**config.mk**
```make
export PLATFORM = sky130hd
export DESIGN_NAME = acc_reduce
export DESIGN_NICKNAME = d
export VERILOG_FILES = /design/src/rtl/acc_reduce.sv
export SDC_FILE = /design/constraint.sdc
export NUM_CORES = 1
export LEC_CHECK = 0
export ABC_AREA = 1
export BUFFER_PORTS_ARGS = -buffer_cell sky130_fd_sc_hd__buf_2
export CORE_ASPECT_RATIO = 0.9
export CORE_UTILIZATION = 38
export CTS_BUF_LIST = sky130_fd_sc_hd__clkbuf_8 sky130_fd_sc_hd__clkbuf_16
export DETAILED_ROUTE_END_ITERATION = 10
export PLACE_DENSITY_LB_ADDON = 0.2
export SYNTH_ARGS = -nofsm -noshare
export SYNTH_HDL_FRONTEND = slang
export SYNTH_SLANG_ARGS = --single-unit
```
**constraint.sdc**
```tcl
create_clock -name clk -period 3.5 [get_ports clk]
set_clock_uncertainty 0.2 [all_clocks]
set_input_delay 0.35 -clock clk [delete_from_list [all_inputs] [get_ports clk]]
set_output_delay 0.35 -clock clk [all_outputs]
set_load 0.005 [all_outputs]
```
**src/rtl/acc_reduce.sv**
```systemverilog
// Accumulate-and-reduce stage: sums num_reads_per_iter masked products per iteration
// and emits one ACC_WIDTH partial sum per iteration, fed through a 4-entry input FIFO.
module acc_reduce #(
    parameter int GROUP_SIZE             = 4,
    parameter int DATA_WIDTH             = 8,
    parameter int ACC_WIDTH              = 32,
    parameter int LOG_MAX_ITERS          = 16,
    parameter int LOG_MAX_READS_PER_ITER = 16
) (
    input  logic                              clk,
    input  logic                              rst,
    input  logic                              configure,
    input  logic [LOG_MAX_ITERS-1:0]          num_iters,
    input  logic [LOG_MAX_READS_PER_ITER-1:0] num_reads_per_iter,
    input  logic [2*DATA_WIDTH+GROUP_SIZE-1:0] data_in,
    input  logic                              valid_in,
    output logic                              avail_out,
    output logic [ACC_WIDTH-1:0]              data_out,
    output logic                              valid_out,
    input  logic                              avail_in,
    output logic                              busy
);

    localparam int PROD_WIDTH  = 2*DATA_WIDTH;
    localparam int INPUT_WIDTH = PROD_WIDTH + GROUP_SIZE;

    typedef enum logic [1:0] {IDLE, ACCUM, OUT} state_t;

    state_t state, next_state;

    logic [INPUT_WIDTH-1:0]            fifo_mem [4];
    logic [1:0]                        wr_ptr, rd_ptr;
    logic [2:0]                        count;
    logic                              full, empty, push, pop;

    logic [LOG_MAX_ITERS-1:0]          iters_cnt;
    logic [LOG_MAX_READS_PER_ITER-1:0] reads_cnt, reads_cfg;
    logic [ACC_WIDTH-1:0]              acc_p0, result_p1, term_p0;
    logic                              cfg_ok, last_read, last_iter;

    // Any set zero-info bit kills the product; otherwise zero-extend to the accumulator.
    function automatic logic [ACC_WIDTH-1:0] select_term(input logic [INPUT_WIDTH-1:0] w);
        logic [ACC_WIDTH-1:0] t;
        t = '0;
        if (w[INPUT_WIDTH-1:PROD_WIDTH] == '0)
            t[PROD_WIDTH-1:0] = w[PROD_WIDTH-1:0];
        return t;
    endfunction

    function automatic logic [ACC_WIDTH-1:0] wrap_add(input logic [ACC_WIDTH-1:0] a,
                                                      input logic [ACC_WIDTH-1:0] b);
        return a + b;
    endfunction

    assign full      = (count == 3'd4);
    assign empty     = (count == 3'd0);
    assign avail_out = (count < 3'd3);
    assign push      = valid_in & ~full;
    // A configure cycle never pops, so queued words survive an abort untouched.
    assign pop       = (state == ACCUM) & ~empty & ~configure;

    assign cfg_ok    = (num_iters != '0) && (num_reads_per_iter != '0);
    assign last_read = (reads_cnt == LOG_MAX_READS_PER_ITER'(1));
    assign last_iter = (iters_cnt == LOG_MAX_ITERS'(1));
    assign term_p0   = select_term(fifo_mem[rd_ptr]);

    assign busy      = (state != IDLE);
    assign valid_out = (state == OUT) & avail_in & ~configure;
    assign data_out  = result_p1;

    always_ff @(posedge clk) begin
        if (push)
            fifo_mem[wr_ptr] <= data_in;
    end

    always_ff @(posedge clk) begin
        if (!rst) begin
            wr_ptr <= 2'd0;
            rd_ptr <= 2'd0;
            count  <= 3'd0;
        end else begin
            if (push)
                wr_ptr <= wr_ptr + 2'd1;
            if (pop)
                rd_ptr <= rd_ptr + 2'd1;
            count <= count + {2'b00, push} - {2'b00, pop};
        end
    end

    always_ff @(posedge clk) begin
        if (!rst)
            state <= IDLE;
        else
            state <= next_state;
    end

    always_comb begin
        next_state = state;
        if (configure) begin
            next_state = cfg_ok ? ACCUM : IDLE;
        end else begin
            case (state)
                ACCUM: if (pop && last_read) next_state = OUT;
                OUT:   if (avail_in) next_state = last_iter ? IDLE : ACCUM;
                default: next_state = state;
            endcase
        end
    end

    // Stage p0: running sum; stage p1: per-iteration result held for downstream.
    always_ff @(posedge clk) begin
        if (!rst) begin
            iters_cnt <= '0;
            reads_cnt <= '0;
            reads_cfg <= '0;
            acc_p0    <= '0;
            result_p1 <= '0;
        end else if (configure) begin
            acc_p0 <= '0;
            if (cfg_ok) begin
                iters_cnt <= num_iters;
                reads_cnt <= num_reads_per_iter;
                reads_cfg <= num_reads_per_iter;
            end
        end else begin
            case (state)
                ACCUM: begin
                    if (pop) begin
                        if (last_read) begin
                            result_p1 <= wrap_add(acc_p0, term_p0);
                            acc_p0    <= '0;
                            reads_cnt <= reads_cfg;
                        end else begin
                            acc_p0    <= wrap_add(acc_p0, term_p0);
                            reads_cnt <= reads_cnt - LOG_MAX_READS_PER_ITER'(1);
                        end
                    end
                end
                OUT: begin
                    if (avail_in && !last_iter)
                        iters_cnt <= iters_cnt - LOG_MAX_ITERS'(1);
                end
                default: ;
            endcase
        end
    end

endmodule
```
==> results of run 1 <==
==> metrics by stage <==
| step | total power [mW] | hold slack, ps | cells | setup slack [ps] |
|---|---|---|---|---|
| 3_5_place_dp | 3.476 | 251.5 | 1835 | 194.0 |
| 3_3_place_gp | 3.466 | 247.1 | 1835 | 269.6 |
| 2_1_floorplan | 3.236 | 224.5 | 1418 | 523.2 |
| 5_1_grt | 6.332 | 29.97 | 1919 | 38.33 |
| 6_report | 6.061 | 8.905 | 1919 | 333.2 |
| 4_1_cts | 6.117 | 3.719 | 1919 | 172.2 |
==> critical path, delay by kind of cell, from the launching register on <==
| family | cells | cell delay (ps) |
|---|---|---|
| simple gates | 9 | 1050 |
| fa+ha+maj | 2 | 610 |
| compound gates | 3 | 490 |
| flops | 1 | 410 |
| xor+xnor | 1 | 320 |
==> state kept, by name, summed over array words and instances (netlist names), named ones only <==
| register | count |
|---|---|
| acc_p0 | 32 |
| count | 3 |
| data_out | 32 |
| fifo_mem | 80 |
| iters_cnt | 16 |
| rd_ptr | 2 |
| reads_cfg | 16 |
| reads_cnt | 16 |
| state | 2 |
| wr_ptr | 2 |
==> logic make-up (layout without fill, tap and decap cells) <==
kind of cell    count (synthesis)  count (layout)  synth area share (%)
xor+xnor                       29              29                 2.422
buf+inv                       195             342                 7.184
simple gates                  713             713                 27.85
compound gates                249             249                 12.54
flops                         203             203                 46.40
fa+ha+maj                      29              29                 3.604
==> path summary, 6_finish.rpt <==
kind                  from             to  slack [ps]
max              flip-flop     acc_p0[10]         330
min          num_iters[11]  iters_cnt[11]           9
max reg2reg      flip-flop     acc_p0[10]         330
min reg2reg   reads_cfg[3]   reads_cfg[3]         260
==> layer usage <==
metal,track usage (%),vias up,wire (um)
met5,0,-,0
met4,4.898,0,539
met3,3.104,40,1442
met2,32.30,212,12620
met1,28.96,4255,13810
li1,-,4842,-
==> layout by cell type, fill, tap and decap left out, drive strengths merged, types with 42 or more instances in the layout <==
cell type / netlist / final
edfxtp: 80 / 80
o21ai: 105 / 105
inv: 143 / 146
dfxtp: 123 / 123
nand2: 369 / 369
dlygate4sd3: 0 / 42
buf: 17 / 113
nor2: 250 / 250
nand3: 55 / 55
a21oi: 123 / 123
==> final cells by class <==
type | count | area (sq um) | area share, %
Clock buffer | 27 | 630.6 | 5.011
Sequential cell | 203 | 4865 | 38.66
Clock inverter | 15 | 186.4 | 1.482
Multi-Input combinational cell | 1020 | 4873 | 38.73
Inverter | 145 | 544.3 | 4.325
Tap cell | 354 | 442.9 | 3.520
Timing Repair Buffer | 155 | 1041 | 8.273
==> power groups by stage <==
stage | logic, mW | clock network, mW | registers (mW)
final | 0.773 | 2.60 | 2.69
after global routing | 0.881 | 2.75 | 2.70
after CTS | 0.778 | 2.65 | 2.69
after detailed placement | 0.737 | 0 | 2.74
after global placement | 0.728 | 0 | 2.74
after floorplan | 0.514 | 0 | 2.72
==> repair_timing <==
action                                  in CTS  in global routing
resized for setup                            0                  2
endpoints found under the hold margin      111                  0
hold buffers                                42                  0
endpoints found under the setup margin       0                  9
==> results.sh, run 1 <==
export IMPL_rows=57
export IMPL_synth_top_area_share_pct=23.48
export IMPL_die_h_um=159.6
export IMPL_wl_um=28410
export IMPL_swShare_pct=26.12
export IMPL_cp_common_cell="nand2_1"
export IMPL_synthesis_area_sq_um=10490
export IMPL_cts_root_buf="clkbuf_16"
export IMPL_io_pin_count=92
export IMPL_dp_hpwl_um=19520
export IMPL_async_flop_share_pct=0
export IMPL_hold_path_depth=5
export IMPL_wire_per_inst_um=14.80
export IMPL_core_sq_um=27030
export IMPL_max_freq_mhz=315.8
export IMPL_post_cts_setup_buffer_count=0
export IMPL_netlist_top_cells_count="367 x nand2_1, 242 x nor2_1, 141 x inv_1"
export IMPL_intPower_mw=4.478
export IMPL_switching_power_mw=1.583
export IMPL_final_util_pct=46.55
export IMPL_worst_pin_slew_ps=1032
export IMPL_seqPwrFrac_pct=44.4
export IMPL_clk_path_buf_depth=3
export IMPL_crit_fanout=16
export IMPL_placed_cell_area_sq_um=11340
export IMPL_gp_congestion=0.8946
export IMPL_diodes=0
export IMPL_die_area_sq_um=28260
export IMPL_syn_num_nets=1504
export IMPL_numCtsBuffers=23
export IMPL_cts_tree="built"
export IMPL_grt_pass1_vias=8852
export IMPL_gr_total_overflow=0
export IMPL_vdd_ir_drop_max_mv=0.3166
export IMPL_cts_sinks=203
export IMPL_path_clk_slew_ps=70
export IMPL_reg2reg_depth=15
export IMPL_worstSetupPathType="reg -> reg"
export IMPL_drv_slew=0
export IMPL_syn_inst=1418
export IMPL_cp_arrival_ps=3420
export IMPL_antenna_found_initial=0
export IMPL_die_w_um=177.1
export IMPL_drive_gt1_share_pct=11.31
export IMPL_num_vias=9349
export IMPL_status="complete, no violations"
export IMPL_grt_usage_pct=20.38
export IMPL_hp_class="in -> reg"
export IMPL_rsz0062_at_grt="false"
export IMPL_cp_slowest_stage_delay_ps=410
export IMPL_drtAntennaViolNets=0
export IMPL_finalCriticalPeriod_ps=3167
export IMPL_ys_ff_latch=203
export IMPL_hold_violations=0
export IMPL_combPwrFrac_pct=12.8
export IMPL_relSlewSlack_pct=31.15
export IMPL_synth_cell_type_count=40
export IMPL_fin_nets=1634
export IMPL_worstPathRequired_ps=3750
export IMPL_synth_main_ff_cell="dfxtp_1"
export IMPL_synth_edf_count=80
export IMPL_start_util_pct=38.79
export IMPL_synth_area_top_cells="dfxtp_1 23%, edfxtp_1 23%, nand2_1 13%, nor2_1 8.7%, a21oi_1 5.8%"
export IMPL_startpoint_type="flip-flop"
export IMPL_worstSkewPairLatency_ps=530
export IMPL_synth_most_common_cell="nand2_1"
export IMPL_synth_area_leader_cell="dfxtp_1"
export IMPL_crit_chain="nor2_1 > a221oi_1 > or2_4 > a21oi_1 > ha_1 > fa_1 > nand2_1 > nand2_1 > nand3b_1 > nand2_1 > nand2_1 > nand2_1 > xor2_1 > nand2_1 > a21oi_1"
export IMPL_p_clk_share_pct=42.9
export IMPL_port_buffers=91
export IMPL_grt_pass1_wl_um=46330
export IMPL_end_kind="flip-flop"
export IMPL_setup_viol=0
export IMPL_power_leakage_nw=5.583
export IMPL_tns_ps=0
export IMPL_drtPass1Iterations=5
export IMPL_critPathSlowestCell="dfxtp_1"
export IMPL_seq_area_frac_synth_pct=46.40
export IMPL_area_growth_pct=20.01
export IMPL_maxCapViolCount=0
export IMPL_drc=0
export IMPL_yosysWarnings=0
export IMPL_h_tree_depth=1
export IMPL_syn_avg_cell_area_sq_um=7.394
export IMPL_cellPowerDensity_nw_per_um2=481.7
export IMPL_fillers=2649
export IMPL_via_per_inst=4.872
export IMPL_period_share_pct=90.48
export IMPL_drt_iter0_drc=616
export IMPL_grt_start_max_net_pins=45
export IMPL_final_area_sq_um=12580
Note: power is estimated with default switching activity, not from simulation.
==> run 2: changes to the inputs <==
Clock period 3.5 ns to 3.6 ns, I/O delays scaled along.
==> results.sh, run 2 (synthesis gave the netlist of run 1 again) <==
export IMPL_via_per_inst=4.840
export IMPL_hp_class="in -> reg"
export IMPL_num_vias=9239
export IMPL_drive_gt1_share_pct=11.19
export IMPL_grt_pass1_wl_um=45120
export IMPL_fin_nets=1625
export IMPL_drtPass1Iterations=5
export IMPL_reg2reg_depth=18
export IMPL_path_clk_slew_ps=60
export IMPL_grt_start_max_net_pins=45
export IMPL_die_w_um=177.1
export IMPL_rows=57
export IMPL_drv_slew=0
export IMPL_hold_path_depth=5
export IMPL_end_kind="flip-flop"
export IMPL_cts_root_buf="clkbuf_16"
export IMPL_clk_path_buf_depth=3
export IMPL_grtUsageMet1_pct=28.11
export IMPL_core_sq_um=27030
export IMPL_tns_ps=0
export IMPL_finalCriticalPeriod_ps=3193
export IMPL_worst_pin_slew_ps=1137
export IMPL_io_pin_count=92
export IMPL_vdd_ir_drop_max_mv=0.3055
export IMPL_numCtsBuffers=23
export IMPL_h_tree_depth=1
export IMPL_cts_sinks=203
export IMPL_wl_um=27920
export IMPL_drc=0
export IMPL_worstPathRequired_ps=3790
export IMPL_cts_tree="built"
export IMPL_fillers=2752
export IMPL_start_util_pct=38.79
export IMPL_critPathSlowestCell="dfxtp_1"
export IMPL_antenna_found_initial=0
export IMPL_gp_congestion=0.8808
export IMPL_gr_total_overflow=0
export IMPL_drtAntennaViolNets=0
export IMPL_port_buffers=91
export IMPL_worstHoldStart="num_iters[6]"
export IMPL_rsz0062_at_grt="false"
export IMPL_drt_iter0_drc=620
export IMPL_area_growth_pct=18.54
export IMPL_final_common_cell="nand2_1"
export IMPL_largest_reg_flops=80
export IMPL_hold_violations=0
export IMPL_grt_pass1_vias=8616
export IMPL_status="complete, no violations"
export IMPL_cp_arrival_ps=3380
export IMPL_power_mw=5.659
export IMPL_relSlewSlack_pct=24.12
export IMPL_max_freq_mhz=313.2
export IMPL_regMostFlops="fifo_mem"
export IMPL_period_share_pct=88.70
export IMPL_crit_fanout=16
export IMPL_worstSetupPathType="reg -> reg"
export IMPL_diodes=0
export IMPL_met2_usage_pct=32.71
export IMPL_r2r_slack_ps=410
export IMPL_grt_busiest_layer="met2"
export IMPL_die_area_sq_um=28260
export IMPL_power_leakage_nw=5.517
export IMPL_crit_chain="clkinv_1 > a221oi_1 > or2_4 > a21oi_1 > ha_1 > fa_1 > nand2_1 > nand2_1 > nand3b_1 > nand2_1 > nand2_1 > nand2_1 > nand2_1 > nand2_1 > nand2_1 > nand2_1 > o21ai_0 > inv_1"
export IMPL_startpoint_type="flip-flop"
export IMPL_final_cell_mix="367 x nand2_1, 242 x nor2_1, 142 x inv_1"
export IMPL_cellPowerDensity_nw_per_um2=455.3
export IMPL_maxCapViolCount=0
export IMPL_cp_slowest_stage_delay_ps=450
export IMPL_timing_rr_end="data_out[18]"
export IMPL_wire_per_inst_um=14.62
export IMPL_grt_usage_pct=19.84
export IMPL_dp_hpwl_um=19530
export IMPL_globalRouteMet3Util_pct=2.197
export IMPL_cp_common_cell="nand2_1"
export IMPL_die_h_um=159.6
export IMPL_min_delay_worst_endpoint="iters_cnt[6]"
export IMPL_setup_viol=0
export IMPL_worstSkewPairLatency_ps=500
run 2: cell types whose count changed in the layout (fill, tap and decap cells not counted), moves of 2 or more:
| cell | previous run | this run |
|---|---|---|
| dlygate4sd3_1 | 42 | 35 |
| clkinv_2 | 3 | 6 |
| buf_4 | 22 | 20 |
| bufinv_16 | 4 | 2 |
| clkinvlp_4 | 3 | 1 |
run 2: cell type report:
type,instances,area [sq um],area share [%]
multi-input combinational,1020,4873,39.21
sequential,203,4865,39.14
timing repair buffer,146,955.9,7.691
clock buffer,26,616.8,4.963
inverter,145,544.3,4.379
tap,354,442.9,3.564
clock inverter,15,131.4,1.057
run 2: how the worst max path moves through the flow:
stage | from | endpoint | slack (ps) | depth (start not counted)
2_1_floorplan | flip-flop | data_out[28] | 620 | 18
3_3_place_gp | flip-flop | acc_p0[9] | 350 | 15
3_5_place_dp | flip-flop | acc_p0[9] | 330 | 15
4_1_cts | flip-flop | data_out[16] | 270 | 16
5_1_grt | flip-flop | data_out[18] | 20 | 18
6_report | flip-flop | data_out[18] | 410 | 18
run 2: critical path: cells and delay by family, from the launching register on:
kind,cells,cell delay [ps]
buf+inv,2,170
flops,1,450
simple gates,11,1190
fa+ha+maj,2,620
compound gates,3,430
run 2: layer usage:
layer  wire length [um]  vias up
met4                396        0
met1              13450     4170
met2              12740      225
met5                  0        -
li1                   -     4811
met3               1321       33
run 2: repair_timing:
| item | 4_1_cts | 5_1_grt |
|---|---|---|
| gates resized for setup | 0 | 2 |
| hold buffers | 35 | 0 |
| endpoints found under the hold margin | 104 | 0 |
| buffers inserted | 0 | 0 |
| endpoints found under the setup margin | 0 | 6 |
run 2: per-stage QoR:
step | instance area [sq um] | hold slack [ps] | instances | util, % | setup slack, ps
floorplan | 10490 | 224.5 | 1418 | - | 623.2
global placement | 11320 | 242.3 | 1833 | 41.90 | 345.2
detailed placement | 11320 | 250.9 | 1833 | 41.90 | 334.1
CTS | 12420 | 1.493 | 1909 | 45.96 | 271.4
global route | 12430 | 32.42 | 1909 | 45.98 | 24.14
finish | 12430 | 10.37 | 1909 | 45.98 | 407.0
run 2: power breakdown:
part           switching, mW  total [mW]  internal, mW
clock                  0.939        2.31          1.37
combinational          0.471       0.736         0.265
sequential            0.0708        2.61          2.54
total                   1.48        5.66          4.18
